<file path="src/rtl/risc_decode_pkg.sv">
// Shared opcode/funct encodings, ALU control codes and the decoded bundle layout
// used by the instruction decode stage.
package risc_decode_pkg;

  localparam logic [5:0] OP_RTYPE = 6'd0;
  localparam logic [5:0] OP_ADDI  = 6'd8;
  localparam logic [5:0] OP_ANDI  = 6'd12;
  localparam logic [5:0] OP_ORI   = 6'd13;
  localparam logic [5:0] OP_LB    = 6'd32;
  localparam logic [5:0] OP_SB    = 6'd40;

  localparam logic [5:0] FN_ADD  = 6'd32;
  localparam logic [5:0] FN_SUB  = 6'd34;
  localparam logic [5:0] FN_MULT = 6'd24;
  localparam logic [5:0] FN_DIV  = 6'd26;
  localparam logic [5:0] FN_AND  = 6'd36;
  localparam logic [5:0] FN_OR   = 6'd37;

  // R-type codes are {6'b0,fn}; I-type codes are {op,6'b0}
  localparam logic [11:0] CNT_ADD  = 12'd32;
  localparam logic [11:0] CNT_SUB  = 12'd34;
  localparam logic [11:0] CNT_MULT = 12'd24;
  localparam logic [11:0] CNT_DIV  = 12'd26;
  localparam logic [11:0] CNT_AND  = 12'd36;
  localparam logic [11:0] CNT_OR   = 12'd37;
  localparam logic [11:0] CNT_ADDI = 12'd512;
  localparam logic [11:0] CNT_ANDI = 12'd768;
  localparam logic [11:0] CNT_ORI  = 12'd832;
  localparam logic [11:0] CNT_LB   = 12'd2048;
  localparam logic [11:0] CNT_SB   = 12'd2560;

  typedef struct packed {
    logic [11:0] cnt;
    logic [4:0]  rs;
    logic [4:0]  rt;
    logic [4:0]  dest;
    logic [31:0] imm;
    logic        wr_en;
    logic        mem_rd;
    logic        mem_wr;
    logic        illegal;
  } decode_bundle_t;

endpackage

</file>
<file path="src/rtl/instr_decoder.sv">
// Combinational instruction decoder: 32-bit instruction word -> decode_bundle_t.
module instr_decoder
  import risc_decode_pkg::*;
(
  input  logic [31:0]    instr,
  output decode_bundle_t bundle
);

  logic [5:0]  op;
  logic [5:0]  fn;
  logic [31:0] imm_sext;
  logic [31:0] imm_zext;

  assign op       = instr[31:26];
  assign fn       = instr[5:0];
  assign imm_sext = {{16{instr[15]}}, instr[15:0]};
  assign imm_zext = {16'h0000, instr[15:0]};

  always_comb begin
    bundle    = '0;
    bundle.rs = instr[25:21];
    bundle.rt = instr[20:16];
    case (op)
      OP_RTYPE: begin
        bundle.dest  = instr[15:11];
        bundle.wr_en = 1'b1;
        case (fn)
          FN_ADD:  bundle.cnt = CNT_ADD;
          FN_SUB:  bundle.cnt = CNT_SUB;
          FN_MULT: bundle.cnt = CNT_MULT;
          FN_DIV:  bundle.cnt = CNT_DIV;
          FN_AND:  bundle.cnt = CNT_AND;
          FN_OR:   bundle.cnt = CNT_OR;
          default: begin
            bundle.dest    = '0;
            bundle.wr_en   = 1'b0;
            bundle.illegal = 1'b1;
          end
        endcase
      end
      OP_ADDI: begin
        bundle.cnt = CNT_ADDI; bundle.dest = instr[20:16];
        bundle.imm = imm_sext; bundle.wr_en = 1'b1;
      end
      OP_ANDI: begin
        bundle.cnt = CNT_ANDI; bundle.dest = instr[20:16];
        bundle.imm = imm_zext; bundle.wr_en = 1'b1;
      end
      OP_ORI: begin
        bundle.cnt = CNT_ORI; bundle.dest = instr[20:16];
        bundle.imm = imm_zext; bundle.wr_en = 1'b1;
      end
      OP_LB: begin
        bundle.cnt = CNT_LB; bundle.dest = instr[20:16];
        bundle.imm = imm_sext; bundle.wr_en = 1'b1; bundle.mem_rd = 1'b1;
      end
      OP_SB: begin
        bundle.cnt = CNT_SB; bundle.dest = instr[20:16];
        bundle.imm = imm_sext; bundle.mem_wr = 1'b1;
      end
      default: bundle.illegal = 1'b1;
    endcase
  end

endmodule

</file>
<file path="src/rtl/instr_decode_stage.sv">
// Decode stage: instr_decoder behind an output register plus one skid entry; in_ready = !skid_valid.
// Optional DECODE_PERF_CNT_EN adds saturating dec_count/illegal_count outputs.
module instr_decode_stage
  import risc_decode_pkg::*;
#(
  parameter int DATA_W = 32,
  parameter int CNT_W  = 12,
  parameter int RA_W   = 5
) (
  input  logic              clk,
  input  logic              rst_n,
  input  logic              flush,
  input  logic              in_valid,
  output logic              in_ready,
  input  logic [DATA_W-1:0] instr,
  output logic              out_valid,
  input  logic              out_ready,
  output logic [CNT_W-1:0]  cnt,
  output logic [RA_W-1:0]   rs_addr,
  output logic [RA_W-1:0]   rt_addr,
  output logic [RA_W-1:0]   dest_addr,
  output logic [DATA_W-1:0] imm,
  output logic              wr_en,
  output logic              mem_rd,
  output logic              mem_wr,
`ifdef DECODE_PERF_CNT_EN
  output logic [15:0]       dec_count,
  output logic [15:0]       illegal_count,
`endif
  output logic              illegal
);

  decode_bundle_t dec, out_b, skid_b;
  logic           skid_valid;
  logic           accept;

  instr_decoder u_decoder (
    .instr  (instr),
    .bundle (dec)
  );

  assign in_ready = !skid_valid;
  assign accept   = in_valid && in_ready;

  always_ff @(posedge clk or negedge rst_n) begin
    if (!rst_n) begin
      out_valid  <= 1'b0;
      skid_valid <= 1'b0;
      out_b      <= '0;
      skid_b     <= '0;
    end else if (flush) begin
      out_valid  <= 1'b0;
      skid_valid <= 1'b0;
    end else if (!out_valid || out_ready) begin
      // Output slot frees up; the skid entry is older than any new word.
      if (skid_valid) begin
        out_b      <= skid_b;
        out_valid  <= 1'b1;
        skid_valid <= 1'b0;
      end else if (accept) begin
        out_b     <= dec;
        out_valid <= 1'b1;
      end else begin
        out_valid <= 1'b0;
      end
    end else if (accept) begin
      skid_b     <= dec;
      skid_valid <= 1'b1;
    end
  end

  assign cnt       = out_b.cnt;
  assign rs_addr   = out_b.rs;
  assign rt_addr   = out_b.rt;
  assign dest_addr = out_b.dest;
  assign imm       = out_b.imm;
  assign wr_en     = out_b.wr_en;
  assign mem_rd    = out_b.mem_rd;
  assign mem_wr    = out_b.mem_wr;
  assign illegal   = out_b.illegal;

`ifdef DECODE_PERF_CNT_EN
  logic drain;
  assign drain = out_valid && out_ready;

  always_ff @(posedge clk or negedge rst_n) begin
    if (!rst_n) begin
      dec_count     <= '0;
      illegal_count <= '0;
    end else if (drain) begin
      if (dec_count != 16'hFFFF) dec_count <= dec_count + 16'd1;
      if (out_b.illegal && illegal_count != 16'hFFFF) illegal_count <= illegal_count + 16'd1;
    end
  end
`endif

endmodule

</file>
<file path="config.mk">
export PLATFORM = sky130hd
export DESIGN_NAME = instr_decode_stage
export DESIGN_NICKNAME = d
export VERILOG_FILES = /design/src/rtl/risc_decode_pkg.sv /design/src/rtl/instr_decoder.sv /design/src/rtl/instr_decode_stage.sv
export SDC_FILE = /design/constraint.sdc
export NUM_CORES = 1
export LEC_CHECK = 0
export BUFFER_PORTS_ARGS = -buffer_cell sky130_fd_sc_hd__buf_2
export CORE_UTILIZATION = 60
export CTS_BUF_LIST = sky130_fd_sc_hd__clkbuf_8
export DETAILED_ROUTE_END_ITERATION = 8
export GPL_TIMING_DRIVEN = 0
export PLACE_DENSITY = 0.8
export REMOVE_ABC_BUFFERS = 1
export SLEW_MARGIN = 10
export SYNTH_ARGS = -nofsm -noshare
export SYNTH_HDL_FRONTEND = slang
export SYNTH_HIERARCHICAL = 1
export SYNTH_SLANG_ARGS = --single-unit
</file>
<file path="constraint.sdc">
create_clock -name clk -period 2.9 [get_ports clk]
set_input_delay 0.145 -clock clk [delete_from_list [all_inputs] [get_ports clk]]
set_output_delay 0.145 -clock clk [all_outputs]
set_load 0.01 [all_outputs]
</file>
==> impl_metrics.json <==
{
  "status": "complete, no violations",
  "ir_worst_vdd_mv": 0.339,
  "power.total_mw": 3.79,
  "drt-total-wl_um": 11100,
  "grt_pass1_wl_um": 18000,
  "crit_path_end_kind": "flop",
  "io_pins": 102,
  "synthCells": 430,
  "min_path_type": "in2reg",
  "fin_area_mm2": 0.00709,
  "met2_usage_pct": 38.1,
  "worstPathCellList": "buf_12 -> nor2_1 -> nand3_4 -> buf_12 -> mux2_2",
  "die_x_um": 103,
  "synth_xor_area_share_pct": 0,
  "synth_mux_area_share_pct": 34.7,
  "drt_iter0_markers": 79,
  "gr-usage-all-layers_pct": 22.4,
  "clock_latency_ns": 0.41,
  "worstSetupStartpointType": "flop",
  "cts_made_buffers": 17,
  "powerDensity_mw_per_mm2": 535,
  "grt_max_degree": 70,
  "dp_hpwl_um": 7390,
  "grt.overflow.total": 0,
  "min_period_ns": 2.32,
  "synth_area_mm2": 0.00617,
  "synth_edf_count": 0,
  "hold_viol": 0,
  "clock_path_buffers": 2,
  "met1_usage_pct": 27.6,
  "final_core_util_pct": 71.9,
  "path_common_cell": "buf_12",
  "use_met3_pct": 6.85,
  "yosysTopAreaCell": "dfrtp_1",
  "min-delay-start": "out_ready",
  "rsz0062_at_grt": "false",
  "yosys.area_share.simple_pct": 5.44,
  "slew_headroom_pct": 19.9,
  "nNetsFinal": 558,
  "syn_avg_cell_area_um2": 14.3,
  "worstMarginPinSlew_ns": 1.19,
  "die-height_um": 103,
  "slew_violations": 0,
  "synth_top_area_share_pct": 51.9,
  "ys.flop_type": "dfrtp_1",
  "max_stage_delay_ns": 0.65,
  "dpl_cell_area_mm2": 0.00661,
  "cpLargestDelayFamily": "flip-flops",
  "cts_setup_buffers": 0,
  "portBuffers": 101,
  "synth_most_common_cell": "mux2_2",
  "core_mm2": 0.00986,
  "ys_warn_count": 6,
  "post-place-ws_ns": 0.542,
  "skew_ns": 0.00603,
  "placedCellCount": 623,
  "rows": 36,
  "p_leak_nw": 3.65,
  "setup_slack_ns": 0.582,
  "place_congestion": 0.698,
  "crit_buf_inv": 2,
  "tns_ns": 0,
  "critPathArrivalTime_ns": 2.61,
  "async_flop_share_pct": 100,
  "cts_tree": "done",
  "r2r_start": "skid_valid$_DFFE_PN0P_",
  "vias": 3614,
  "start_util_pct": 62.5,
  "grt_pass1_vias": 3719,
  "cp.required_ns": 3.20,
  "synth_compound_area_share_pct": 1.42,
  "dr.pass1.iters": 4,
  "cts.sinks": 128,
  "fin_crit_sh_pct": 79.9,
  "cp_slowest_cell": "dfrtp_4",
  "wl_per_cell_um": 16.6,
  "grt.busiest_layer": "met2",
  "ys_types": 37,
  "whs_ns": 0.0733,
  "synth_common_cells": "mux2_2 (187), dfrtp_1 (128), buf_4 (28)",
  "fin_cells": 667,
  "cp-startpoint": "skid_valid$_DFFE_PN0P_",
  "antenna_found_initial": 0,
  "setup_viol": 0,
  "htreeDepth": 4,
  "cts_root_buffer": "clkbuf_8",
  "drc": 0,
  "die_area_mm2": 0.0107,
  "clk_pin_slew_ns": 0.07,
  "crit_fanout": 40,
  "drive_above_1_share_pct": 62.4,
  "syn_to_final_growth_pct": 15.0,
  "yosysSeqAreaShare_pct": 51.9,
  "routed_via_density": 5.42,
  "synth-seq-cells": 128,
  "detail-route-antenna-nets": 0,
  "cap_violations": 0,
  "criticalPathCategory": "reg2reg",
  "synth_top_family_by_area": "multiplexers",
  "num_antenna_cells": 0,
  "synth_area_leaders": "dfrtp_1 (52%), mux2_2 (34%), buf_4 (3.4%)",
  "synthAdderAreaFrac_pct": 0,
  "fmax_mhz": 431
}
==> tightest hold or removal path: cells and delay by family <==
| family | cells | cell delay (ns) |
|---|---|---|
| buffers and inverters | 1 | 0.11 |
| and+or+nand+nor | 2 | 0.19 |
==> report_power, final <==
group	switching, mW	internal (mW)	leakage [nW]	total [mW]
clock	0.624	0.746	0.211	1.37
sequential	0.0662	1.92	1.72	1.98
combinational	0.201	0.237	1.72	0.438
total	0.891	2.90	3.65	3.79
==> area by class of cell <==
type	count	area, um2
clock buffer	21	289
fill	687	2770
sequential	128	3210
inverter	2	7.51
tap	133	166
clock inverter	11	73.8
timing repair buffer	120	772
multi-input combinational	252	2580
==> kinds of logic after synthesis <==
| kind of cell | count (synthesis) |
|---|---|
| simple gates | 50 |
| flops | 128 |
| compound gates | 10 |
| other cells | 1 |
| mux | 190 |
| buf+inv | 51 |
==> layer usage <==
layer  vias up  routed length (um)
li1       1684                   -
met1      1842                4890
met2        82                5520
met3         6                 578
met4         0                  65
met5         -                   0
==> cell usage in the layout, fill, tap and decap left out, drive strengths merged, types with 2 or more instances in the layout <==
master	n
clkbuf	21
or2	2
nand2b	2
nor4	2
clkinv	5
nand2	4
nor2	7
and2	19
buf	108
dlygate4sd3	12
a22o	5
a21oi	2
mux2	190
nor3	4
nor2b	2
conb	2
dfrtp	128
inv	7
==> path summary, 6_finish.rpt <==
check                      cells past startpoint  slack (ns)                      to
setup / recovery                               5        0.58  skid_b[49]$_DFFE_PN0P_
hold / removal                                 3        0.07  skid_valid$_DFFE_PN0P_
setup reg to reg                               5        0.58  skid_b[49]$_DFFE_PN0P_
hold reg to reg                                1        0.49  rt_addr[0]$_DFFE_PN0P_
max in group asynchronous                      3        1.88  skid_valid$_DFFE_PN0P_
min in group asynchronous                      2        0.27  rt_addr[1]$_DFFE_PN0P_
==> timing repair <==
| action | in CTS | in global routing |
|---|---|---|
| hold buffers | 12 | 0 |
| gates resized for setup | 0 | 0 |
| endpoints found under the hold margin | 71 | 0 |
==> flip-flops by register name, indices dropped and copies added (netlist names) <==
signal / cells
skid_b: 63
imm: 32
cnt: 12
dest_addr: 5
rs_addr: 5
rt_addr: 5
illegal: 1
mem_rd: 1
mem_wr: 1
out_valid: 1
skid_valid: 1
wr_en: 1
Note: power is estimated with default switching activity, not from simulation.
